[src/rtl/elev_pkg.sv]
`default_nettype none
// ============================================================================
//  Module   : elev_pkg
//  Purpose  : Shared state type and request-lookahead helper for elev_ctrl_scan.
//  Revision : 1.0
// ============================================================================
package elev_pkg;

    localparam int MAX_FLOORS = 64;

    typedef enum logic [1:0] {
        IDLE = 2'd0,
        OPEN = 2'd1,
        MOVE = 2'd2
    } state_t;

    // OR of every bit strictly above (up=1) or strictly below (up=0) idx.
    function automatic logic any_beyond(input logic [MAX_FLOORS-1:0] vec,
                                        input int                    idx,
                                        input logic                  up);
        logic r;
        r = 1'b0;
        for (int i = 0; i < MAX_FLOORS; i++) begin
            if ((up && (i > idx)) || (!up && (i < idx))) begin
                r = r | vec[i];
            end
        end
        return r;
    endfunction

endpackage
`default_nettype wire

[src/rtl/elev_req_reg.sv]
`default_nettype none
// ============================================================================
//  Module   : elev_req_reg
//  Purpose  : Pending floor-request register with clear mask and lookahead.
//  Revision : 1.0
// ============================================================================
module elev_req_reg #(
    parameter int NUM_FLOORS = 4
) (
    input  logic                          clk,
    input  logic                          rst,
    input  logic [NUM_FLOORS-1:0]         floor_btn_i,
    input  logic                          clr_en_i,
    input  logic [$clog2(NUM_FLOORS)-1:0] clr_idx_i,
    input  logic [$clog2(NUM_FLOORS)-1:0] qry_idx_i,
    output logic [NUM_FLOORS-1:0]         pending_o,
    output logic                          above_o,
    output logic                          below_o,
    output logic                          here_o
);
    import elev_pkg::*;

    logic [NUM_FLOORS-1:0] pending_q;
    logic [NUM_FLOORS-1:0] pending_d;
    logic [NUM_FLOORS-1:0] clr_mask;

    // Clearing wins over a same-cycle press, so a request for the floor whose
    // door is open never gets stored.
    always_comb begin
        clr_mask = '0;
        if (clr_en_i) begin
            clr_mask[clr_idx_i] = 1'b1;
        end
        pending_d = (pending_q | floor_btn_i) & ~clr_mask;
    end

    always_ff @(posedge clk or posedge rst) begin
        if (rst) begin
            pending_q <= '0;
        end else begin
            pending_q <= pending_d;
        end
    end

    assign pending_o = pending_q;
    assign above_o   = any_beyond(MAX_FLOORS'(pending_q), int'(qry_idx_i), 1'b1);
    assign below_o   = any_beyond(MAX_FLOORS'(pending_q), int'(qry_idx_i), 1'b0);
    assign here_o    = pending_q[qry_idx_i];

endmodule
`default_nettype wire

[src/rtl/elev_ctrl_scan.sv]
`default_nettype none
// ============================================================================
//  Module   : elev_ctrl_scan
//  Purpose  : SCAN-order elevator controller with door dwell and travel timers.
//  Revision : 1.0
// ============================================================================
module elev_ctrl_scan #(
    parameter int NUM_FLOORS    = 4,
    parameter int DOOR_CYCLES   = 4,
    parameter int TRAVEL_CYCLES = 2
) (
    input  logic                          clk,
    input  logic                          rst,
    input  logic [NUM_FLOORS-1:0]         floor_btn,
    input  logic                          door_hold,
    output logic [$clog2(NUM_FLOORS)-1:0] floor_sel,
    output logic                          door,
    output logic                          moving,
    output logic                          dir_up,
    output logic [NUM_FLOORS-1:0]         pending
);
    import elev_pkg::*;

    localparam int FLOOR_W = $clog2(NUM_FLOORS);
    localparam int TIMER_W = $clog2(((DOOR_CYCLES > TRAVEL_CYCLES) ?
                                     DOOR_CYCLES : TRAVEL_CYCLES) + 1);

    localparam logic [TIMER_W-1:0] c_door_reload   = TIMER_W'(DOOR_CYCLES - 1);
    localparam logic [TIMER_W-1:0] c_travel_reload = TIMER_W'(TRAVEL_CYCLES - 1);

    state_t               state_q, state_d;
    logic [FLOOR_W-1:0]   floor_q, floor_d;
    logic                 dir_q,   dir_d;
    logic [TIMER_W-1:0]   timer_q, timer_d;

    logic                 above, below, here;
    logic                 pick_up;
    logic [FLOOR_W-1:0]   step_floor;
    logic                 step_hit;
    logic                 step_ahead;
    logic                 clr_en;

    elev_req_reg #(
        .NUM_FLOORS (NUM_FLOORS)
    ) u_req (
        .clk         (clk),
        .rst         (rst),
        .floor_btn_i (floor_btn),
        .clr_en_i    (clr_en),
        .clr_idx_i   (floor_d),
        .qry_idx_i   (floor_q),
        .pending_o   (pending),
        .above_o     (above),
        .below_o     (below),
        .here_o      (here)
    );

    // Keep heading while work remains ahead, otherwise turn around.
    assign pick_up    = dir_q ? above : ~below;
    assign step_floor = dir_q ? (floor_q + FLOOR_W'(1)) : (floor_q - FLOOR_W'(1));
    assign step_hit   = pending[step_floor] | floor_btn[step_floor];
    assign step_ahead = any_beyond(MAX_FLOORS'(pending), int'(step_floor), dir_q);
    assign clr_en     = (state_d == OPEN) || (state_q == OPEN);

    always_ff @(posedge clk or posedge rst) begin
        if (rst) begin
            state_q <= OPEN;
            floor_q <= '0;
            dir_q   <= 1'b1;
            timer_q <= c_door_reload;
        end else begin
            state_q <= state_d;
            floor_q <= floor_d;
            dir_q   <= dir_d;
            timer_q <= timer_d;
        end
    end

    always_comb begin
        state_d = state_q;
        floor_d = floor_q;
        dir_d   = dir_q;
        timer_d = timer_q;
        case (state_q)
            OPEN: begin
                if (door_hold || floor_btn[floor_q]) begin
                    timer_d = c_door_reload;
                end else if (timer_q != '0) begin
                    timer_d = timer_q - TIMER_W'(1);
                end else if (above || below) begin
                    state_d = MOVE;
                    dir_d   = pick_up;
                    timer_d = c_travel_reload;
                end else begin
                    state_d = IDLE;
                end
            end
            IDLE: begin
                if (here || floor_btn[floor_q]) begin
                    state_d = OPEN;
                    timer_d = c_door_reload;
                end else if (above || below) begin
                    // Zero timer: the first floor step happens on the next edge.
                    state_d = MOVE;
                    dir_d   = pick_up;
                    timer_d = '0;
                end
            end
            MOVE: begin
                if (timer_q != '0) begin
                    timer_d = timer_q - TIMER_W'(1);
                end else begin
                    floor_d = step_floor;
                    if (step_hit) begin
                        state_d = OPEN;
                        timer_d = c_door_reload;
                    end else if (step_ahead) begin
                        timer_d = c_travel_reload;
                    end else begin
                        state_d = IDLE;
                    end
                end
            end
            default: begin
                state_d = IDLE;
            end
        endcase
    end

    always_comb begin
        door      = (state_q == OPEN);
        moving    = (state_q == MOVE);
        dir_up    = dir_q;
        floor_sel = floor_q;
    end

endmodule
`default_nettype wire

[config.mk]
export PLATFORM = sky130hd
export DESIGN_NAME = elev_ctrl_scan
export DESIGN_NICKNAME = d
export VERILOG_FILES = /design/src/rtl/elev_pkg.sv /design/src/rtl/elev_req_reg.sv /design/src/rtl/elev_ctrl_scan.sv
export SDC_FILE = /design/constraint.sdc
export NUM_CORES = 1
export LEC_CHECK = 0
export ABC_AREA = 1
export BUFFER_PORTS_ARGS = -buffer_cell sky130_fd_sc_hd__buf_2
export CELL_PAD_IN_SITES_DETAIL_PLACEMENT = 1
export CELL_PAD_IN_SITES_GLOBAL_PLACEMENT = 1
export CORE_MARGIN = 4
export CORE_UTILIZATION = 38
export CTS_BUF_LIST = sky130_fd_sc_hd__clkbuf_8
export DETAILED_ROUTE_END_ITERATION = 16
export PLACE_DENSITY = 0.78
export SKIP_LAST_GASP = 1
export SYNTH_ARGS = -nofsm -noshare
export SYNTH_HDL_FRONTEND = slang
export SYNTH_SLANG_ARGS = --single-unit
[constraint.sdc]
create_clock -name clk -period 2.05 [get_ports clk]
set_input_delay 0.1025 -clock clk [delete_from_list [all_inputs] [get_ports clk]]
set_output_delay 0.1025 -clock clk [all_outputs]
set_load 0.01 [all_outputs]
== After elaboration in Yosys (flattened, before gate mapping) ==
Cells that the tools add are included.

* Register bits after elaboration: 12
* Latch bits: 0
* Memory bits (writable): 0
* Bits in read-only memories: 0
* Memories kept: 0

* Add/subtract/negate cells: 3
* Multipliers: 0
* Divide/modulo/power cells: 0
* Order comparisons: 16
* Equality and inequality tests: 9
* Shift operators: 0
* Muxes and demuxes: 48
* Bitwise operators: 12
* Reductions and logical operators: 20

{| class="wikitable"
|+ Operators by type and width
! kind !! count
|-
| two-way mux 3 bit || 8
|-
| two-way mux 2 bit || 11
|-
| two-way mux 1 bit || 20
|-
| < comparator 2 x 3 -> 1 bit, second input constant || 3
|-
| case mux 3 bit (3 select lines) || 1
|-
| binary-select mux 1 bit (select 2 bit) || 4
|-
| > comparator 2 bit, first input constant || 4
|-
| < comparator 1 x 2 -> 1 bit, first input constant || 4
|-
| inequality test 4 x 1 -> 1 bit, second input constant || 2
|-
| bitwise OR 1 bit || 8
|-
| AND reduction 4 bit || 2
|-
| logical AND 1 bit || 7
|-
| logical OR 1 bit || 6
|-
| inequality test 2 bit, second input constant || 3
|-
| case mux 2 bit (3 select lines) || 1
|-
| nonzero test 3 bit || 2
|-
| AND 4 bit || 1
|-
| == test 2 x 1 -> 1 bit, second input constant || 2
|-
| > comparator 1 x 2 -> 1 bit, first input constant || 2
|-
| < comparator 2 bit, first input constant || 2
|-
| two-way mux 4 bit || 1
|-
| NOT 4 bit || 1
|-
| bitwise OR 4 bit || 1
|-
| inequality test 3 bit, second input constant || 1
|-
| other kinds (11) || 11
|}

== Logic depth before layout (Yosys ltp) ==
Gate-level depths: netlist of run 1.

* Depth after elaboration: 20
* Depth in mapped cells: 14
* Gate-level depth less buffers: 14

== By module ==
Synthesis of run 1 repeated with hierarchy kept, for this count alone.

* Cell total of the unflattened synthesis: 184
* Area total of the unflattened synthesis: 1177.4 µm²

{| class="wikitable"
|+ Modules (own cells, without submodules)
! module !! times used !! cells each !! area an instance (µm²) !! sequential area each (µm²)
|-
| elev_ctrl_scan || 1 || 144 || 925.9 || 205.2
|-
| elev_req_reg || 1 || 40 || 251.5 || 100.1
|}

== Least setup slack after synthesis of run 1 ==
No wires, ideal clock.

* Path type: register to register
* From: register floor_q[0], in the netlist floor_sel[0]
* To: register timer_q[2]
* Setup time: 117 ps
* Arrival: 1666 ps
* Path slack: 268 ps
* Stages on the path, launching flop included: 15
* Path buffers: 0
* Period minus slack after synthesis: 1782 ps
* Path through: dfrtp_1 inv_2 ha_1 inv_1 nand2_1 nand2_2 nand2_1 nand2_1 inv_2 nand3_2 clkinv_1 nand2_1 nand3_2 nand2_1 nand2_1

* Cells in the longest elaborated chain, start to end: 13
* Elaborated cells between the ends (all ways): 61
* Classes of those cells: 2 x add/sub; 12 x order compare; 3 x eq/ne; 24 x mux; 8 x bitwise; 12 x reduce/logical

{| class="wikitable"
|+ Ends and longest elaborated chain
! item !! RTL line !! text
|-
| from (decl) || elev_ctrl_scan.sv:32 || <nowiki>logic [FLOOR_W-1:0] floor_q, floor_d;</nowiki>
|-
| from (signal assigned) || elev_ctrl_scan.sv:73 || <nowiki>floor_q <= floor_d;</nowiki>
|-
| subtractor 2 x 1 -> 2 bit / adder 2 x 1 -> 2 bit (equally long branches) || elev_ctrl_scan.sv:60 || <nowiki>assign step_floor = dir_q ? (floor_q + FLOOR_W'(1)) : (floor_q - FLOOR_W'(1));</nowiki>
|-
| two-way mux 2 bit || elev_ctrl_scan.sv:60 ||
|-
| < comparator 1 x 2 -> 1 bit || elev_pkg.sv:24 || <nowiki>if ((up && (i > idx)) || (!up && (i < idx))) begin</nowiki>
|-
| logical AND 1 bit || elev_pkg.sv:24 ||
|-
| two-way mux 1 bit || elev_pkg.sv:24 ||
|-
| bitwise OR 1 bit || elev_pkg.sv:25 || <nowiki>r = r | vec[i];</nowiki>
|-
| two-way mux 1 bit || elev_pkg.sv:24 ||
|-
| bitwise OR 1 bit || elev_pkg.sv:25 ||
|-
| two-way mux 1 bit || elev_pkg.sv:24 ||
|-
| bitwise OR 1 bit || elev_pkg.sv:25 ||
|-
| two-way mux 1 bit || elev_pkg.sv:24 ||
|-
| inequality test 4 x 1 -> 1 bit (no line) || -- ||
|-
| AND reduction 4 bit (no line) || -- ||
|-
| to (signal assigned) || elev_ctrl_scan.sv:70 || <nowiki>timer_q <= c_door_reload;</nowiki>
|-
| to (signal assigned) || elev_ctrl_scan.sv:75 || <nowiki>timer_q <= timer_d;</nowiki>
|-
| to (decl) || elev_ctrl_scan.sv:34 || <nowiki>logic [TIMER_W-1:0] timer_q, timer_d;</nowiki>
|}

Parallel ways exist; a longest one is shown, timed or not. The select of a mux whose other input is x is not followed.
A chain may end at the register's enable or synchronous reset.

== Worst setup path in the final report of run 1 ==
* From: register floor_q[1], in the netlist floor_sel[1]
* To: register timer_q[2]

The elaborated chain is that of the path after synthesis.

==> results of run 1 <==
==> stage by stage <==
stage                     std cells  total power (µW)   util  hold slack, ps  cell area (µm²)
after floorplan                 183              1710      -           -35.7             1210
after global placement          243              2070  0.442             163             1350
after detailed placement        243              2150  0.442             156             1350
after CTS                       248              2440  0.463             125             1410
after global routing            248              2690  0.464             137             1420
final                           248              2440  0.464             123             1420
==> routing by layer <==
metal | global-route usage | wire [µm] | vias to the layer above
li1 | - | - | 601
met1 | 0.242 | 1630 | 586
met2 | 0.339 | 1680 | 18
met3 | 0.0260 | 126 | 5
met4 | 0.0528 | 44 | 0
met5 | 0 | 0 | -
==> repair_timing <==
action,4_1_cts,5_1_grt
endpoints found under the hold margin,8,0
resized for setup,0,3
setup endpoints to repair,0,3
hold buffers,1,0
==> cell families after synthesis <==
family / share of synthesized area
adder cells (fa/ha/maj): 0.0824
AO/OA/AOI/OAI: 0.0711
AND/OR/NAND/NOR: 0.463
XOR/XNOR: 0.0299
flip-flops: 0.251
buffers and inverters: 0.102
==> registers in the layout, indices dropped and copies added (netlist names) <==
| register | count |
|---|---|
| u_req.pending_o | 4 |
| timer_q | 3 |
| floor_sel | 2 |
| state_q | 2 |
| dir_up | 1 |
==> cell usage in the layout, fill, tap and decap left out, types with 3 or more instances in the layout <==
master,synthesis,final
nor2_2,3,3
nand2_2,6,6
nand3_1,8,8
buf_2,0,15
inv_2,8,8
nor2_1,19,19
nand3_2,6,6
dfrtp_1,8,7
o21ai_0,3,3
inv_1,20,19
dfstp_2,4,4
clkbuf_8,0,4
nand2_1,67,67
ha_1,8,8
a21oi_1,5,5
==> where the power goes <==
group          switching [µW]  leakage [µW]  internal, µW
registers                 160      0.000134           377
clock network             105     0.0000288           170
logic                    1070      0.000650           554
total                    1340      0.000812          1100
==> worst min path at each step <==
| stage | startpoint | to | slack (ps) | cells past startpoint |
|---|---|---|---|---|
| after floorplan | rst | floor_sel[0] | -40 | 1 |
| after global placement | rst | u_req.pending_o[3] | 160 | 2 |
| after detailed placement | rst | u_req.pending_o[3] | 160 | 2 |
| after CTS | floor_btn[3] | u_req.pending_o[3] | 120 | 3 |
| after global routing | floor_btn[3] | u_req.pending_o[3] | 140 | 3 |
| final | floor_btn[3] | u_req.pending_o[3] | 120 | 3 |
==> area by class of cell <==
| cell class | instances | area (µm²) |
|---|---|---|
| Clock buffer | 4 | 55.1 |
| Fill cell | 432 | 1640 |
| Inverter | 30 | 115 |
| Multi-Input combinational cell | 140 | 786 |
| Sequential cell | 12 | 307 |
| Tap cell | 44 | 55.1 |
| Timing Repair Buffer | 18 | 100 |
==> worst max-delay path, delay by kind of cell, from the launching register on <==
family / cells / cell delay (ps)
AND/OR/NAND/NOR: 9 / 680
flip-flops: 1 / 450
buffers and inverters: 4 / 320
adder cells (fa/ha/maj): 1 / 290
==> results.cfg, run 1 <==
[timing]
rsz0062_at_grt = no
fmax_mhz = 537
tightestPinTransition_ps = 498
slew_headroom = 0.668
maxSlewViolCount = 0
fin_ws_ps = 187
period_share = 0.909
period_needed_ps = 1860
finalClockSkew_ps = 4.94
finalSetupTns_ps = 0
setup_viol = 0
finalHoldViolations = 0

[grt]
grt_pass1_wl_um = 6180
antenna_found_initial = 0
grt_pass1_vias = 1314
gr-total-overflow = 0
grt_use_total = 0.192
grt_max_degree = 16

[clocking]
postCtsSetupBuffers = 0
clock_latency_ps = 250
cts_sinks = 12
cts_tree = built
path_clk_slew_ps = 60
htreeDepth = 1
clock_path_buffers = 2
cts-root-buf = clkbuf_8
cts_buffers = 3

[yosys]
async_flop_share = 1.00
yosys.area.top_type_share = 0.207
synth.ff_latch_count = 12
yosysMostFrequentCell = nand2_1
synth_nets = 198
synth_common_cells = 67 x nand2_1, 20 x inv_1, 19 x nor2_1
synth_top_flop_cell = dfrtp_1
synth-edff-count = 0
yosys_warnings = 0
synth.area.top_cells = nand2_1 21%, dfrtp_1 16%, dfstp_2 8.7%, ha_1 8.2%, inv_1 6.2%
synth.avg_cell_area_um2 = 6.64
synth_cells = 183
netlist_area_mm2 = 0.00121
ys_seq_area_frac = 0.251
synth_cell_type_count = 26
synth_area_leader_cell = nand2_1

[placed_design]
dp_hpwl_um = 2800
port_buffers = 15
place_congestion = 0.858
dp_worst_setup_slack_ps = 189

[die]
fp.dieH_um = 64.5
rows = 20
io_pins = 16
core_mm2 = 0.00305
die_x_um = 64.5
die_area_mm2 = 0.00417
initial_core_util = 0.398

[critical_path]
path_common_cell = nand2_1
rr_endpoint = timer_q[2]
crit_fanout = 6
cp.arrival_ps = 2000
cpPeakStageDelay_ps = 450
rr_startpoint = floor_sel[1]
ff2ff_path_depth = 14
worstPathRequired_ps = 2180
endpoint_kind = flip-flop
worstSetupPathType = flip-flop to flip-flop
crit_slowest_cell = dfrtp_2
timing.critical_path.cells = inv_2, ha_1, inv_2, nand2_1, nand2_2, nand2_1, nand2_1, inv_2, nand3_2, clkinv_1, nand2_1, nand3_2, nand2_1, nand2_1
critPathCapture = timer_q[2]
rrSetupSlack_ps = 190
setup.worst_path.start = floor_sel[1]
start_kind = flip-flop

[outcome]
status = finished clean

[route]
vias_per_cell = 4.88
drc = 0
wl_um = 3480
drt-pass1-iter-count = 5
drt_iter0_drc = 21
vias = 1210
wire_per_inst_um = 14.0
ant_nets = 0

[power_and_ir_drop]
power_density_mw_per_mm2 = 1720
p_leak_uw = 0.000812
ir_drop_mv = 0.735

[final_layout]
final_layout_size_suffix_gt1_frac = 0.289
syn_to_final_growth_pct = 16.7
final_nets = 220
insertedDiodeCount = 0

[hold_path]
hold_class = input pin to flip-flop

[flow_run]
cap_violations = 0
(Power assumes the default switching activity.)
==> run 2: changes to the inputs <==
- CAP_MARGIN: default -> 20
- PLACE_DENSITY: 0.78 -> 0.79
- SYNTH_HIERARCHICAL: default -> 1
==> results.cfg, run 2 <==
[die]
rows = 19
die_area_mm2 = 0.00405
fp.dieH_um = 63.7
core_mm2 = 0.00285
initial_core_util = 0.413
die_x_um = 63.7
io_pins = 16

[critical_path]
start_kind = flip-flop
worstPathBufferInverterCount = 1
endpoint_kind = flip-flop
crit_slowest_cell = dfstp_2
worstPathRequired_ps = 2180
timing.critical_path.cells = xnor2_2, ha_4, buf_4, nor2_1, nor2_1, nand2_1, nand2_1, nand2_2, nor2_2, nor2_4, nand2_2, nand2_1, nand2_1
path_common_cell = nand2_1
cp_top_family = simple AND/OR/NAND/NOR gates
crit_fanout = 3
cp.arrival_ps = 2090
worstSetupPathType = flip-flop to flip-flop
cpPeakStageDelay_ps = 550
ff2ff_path_depth = 13
cp.depth = 13

[timing]
tightestPinTransition_ps = 383
maxSlewViolCount = 0
finalClockSkew_ps = 6.95
hold_slack_ps = 131
setup_viol = 0
fmax_mhz = 512
period_needed_ps = 1950
finalHoldViolations = 0
period_share = 0.953
slew_headroom = 0.744

[flow_run]
cap_violations = 0

[clocking]
path_clk_slew_ps = 60
cts_buffers = 3
cts_sinks = 12
htreeDepth = 1
clock_path_buffers = 2
clock_latency_ps = 250
cts_tree = built
cts-root-buf = clkbuf_8

[placed_design]
dp_hpwl_um = 2790
postPlaceCellArea_mm2 = 0.00132
place_congestion = 0.800
port_buffers = 15

[power_and_ir_drop]
ir_drop_mv = 0.829
power_density_mw_per_mm2 = 1950
power.total_uw = 2850
p_leak_uw = 0.000805

[yosys]
synthAdderAreaFrac = 0.0638
async_flop_share = 1.00
synth_top_flop_cell = dfrtp_1
synth.avg_cell_area_um2 = 6.40
ys_seq_area_frac = 0.259
synth-xor-area-share = 0.0149
synth_cell_type_count = 26
yosysMostFrequentCell = nand2_1
yosys.area.top_type_share = 0.170
synth-edff-count = 0
synthSimpleGateAreaFrac = 0.460
synth_nets = 197
synth_common_cells = 51 x nand2_1, 30 x inv_1, 20 x nand3_1
synth.ff_latch_count = 12
synth_top_family_by_area = simple AND/OR/NAND/NOR gates
synth_mux_area_frac = 0
synth_area_leader_cell = dfrtp_1
yosys_warnings = 6
synth_compound_area_frac = 0.0733
netlist_area_mm2 = 0.00118
synth_cells = 184
synth.area.top_cells = dfrtp_1 17%, nand2_1 16%, inv_1 9.6%, dfstp_2 8.9%, nand3_1 8.5%

[grt]
grt_pass1_wl_um = 6330
antenna_found_initial = 0
gr-total-overflow = 0
grt_use_total = 0.197
grt_pass1_vias = 1383
grt_max_degree = 14

[route]
ant_nets = 0
drt-pass1-iter-count = 4
wire_per_inst_um = 15.8
vias_per_cell = 5.20
drc = 0
vias = 1258
wl_um = 3820
drt_iter0_drc = 44

[final_layout]
final_nets = 225
layout_commonest_cell = nand2_1
design_area_mm2 = 0.00146
final_layout_size_suffix_gt1_frac = 0.313
mostFrequentLayoutCells = 50 x nand2_1, 29 x inv_1, 18 x nand3_1
insertedDiodeCount = 0
largest_reg_flops = 4
syn_to_final_growth_pct = 24.0

[outcome]
status = finished clean

[hold_path]
hold_path_depth = 3
hold_class = input pin to flip-flop
run 2: path summary, 6_finish.rpt:
check                              from                 end  slack, ps
hold reg to reg              timer_q[0]          timer_q[0]        470
hold / removal             floor_btn[2]  u_req/pending_o[2]        130
setup / recovery                 dir_up          timer_q[2]        100
min in group asynchronous           rst  u_req/pending_o[2]        300
setup reg to reg                 dir_up          timer_q[2]        100
max in group asynchronous           rst          timer_q[0]       1370
run 2: what timing repair did:
item / in CTS / in global routing
pin swaps: 1 / 2
gates resized for setup: 1 / 13
buffers inserted: 2 / 1
endpoints found under the setup margin: 3 / 7
hold buffers: 1 / 0
hold endpoints to repair: 8 / 0
run 2: worst register-to-register path, stage by stage, from the launching register on:
cell and delay (ps):
dfstp_2 550, xnor2_2 150, ha_4 260, buf_4 140, nor2_1 100, nor2_1 50
nand2_1 50, nand2_1 100, nand2_2 90, nor2_2 50, nor2_4 110, nand2_2 80
nand2_1 60, nand2_1 50
run 2: logic make-up after synthesis:
| logic type | after synthesis |
|---|---|
| adder cells (fa/ha/maj) | 6 |
| XOR/XNOR | 2 |
| flip-flops | 12 |
| buffers and inverters | 38 |
| AO/OA/AOI/OAI | 16 |
| AND/OR/NAND/NOR | 110 |
run 2: metrics by stage:
stage	TNS [ps]	worst slack (ps)	util	cells
floorplan	0	14.1	-	184
global placement	0	82.9	0.463	234
detailed placement	-3.43	-3.43	0.463	234
CTS	0	31.7	0.493	241
global route	-36.6	-18.7	0.512	242
finish	0	96.2	0.512	242
run 2: final cells by class:
| type | count | area [µm²] |
|---|---|---|
| timing repair buffer | 25 | 156 |
| clock buffer | 4 | 55.1 |
| fill | 389 | 1390 |
| sequential | 12 | 305 |
| tap | 31 | 38.8 |
| inverter | 36 | 135 |
| multi-input combinational | 134 | 769 |
run 2: report_power, final:
part           switching [µW]  internal, µW  total, µW
combinational            1230           811       2050
clock                    92.7           170        262
sequential                166           379        546
run 2: routing by layer:
layer	part of all wire	vias to the layer above	track usage
met2	0.53	14	0.364
met1	0.44	615	0.234
met4	0.012	0	0.0377
met3	0.017	6	0.0373
li1	-	623	-
met5	0	-	0
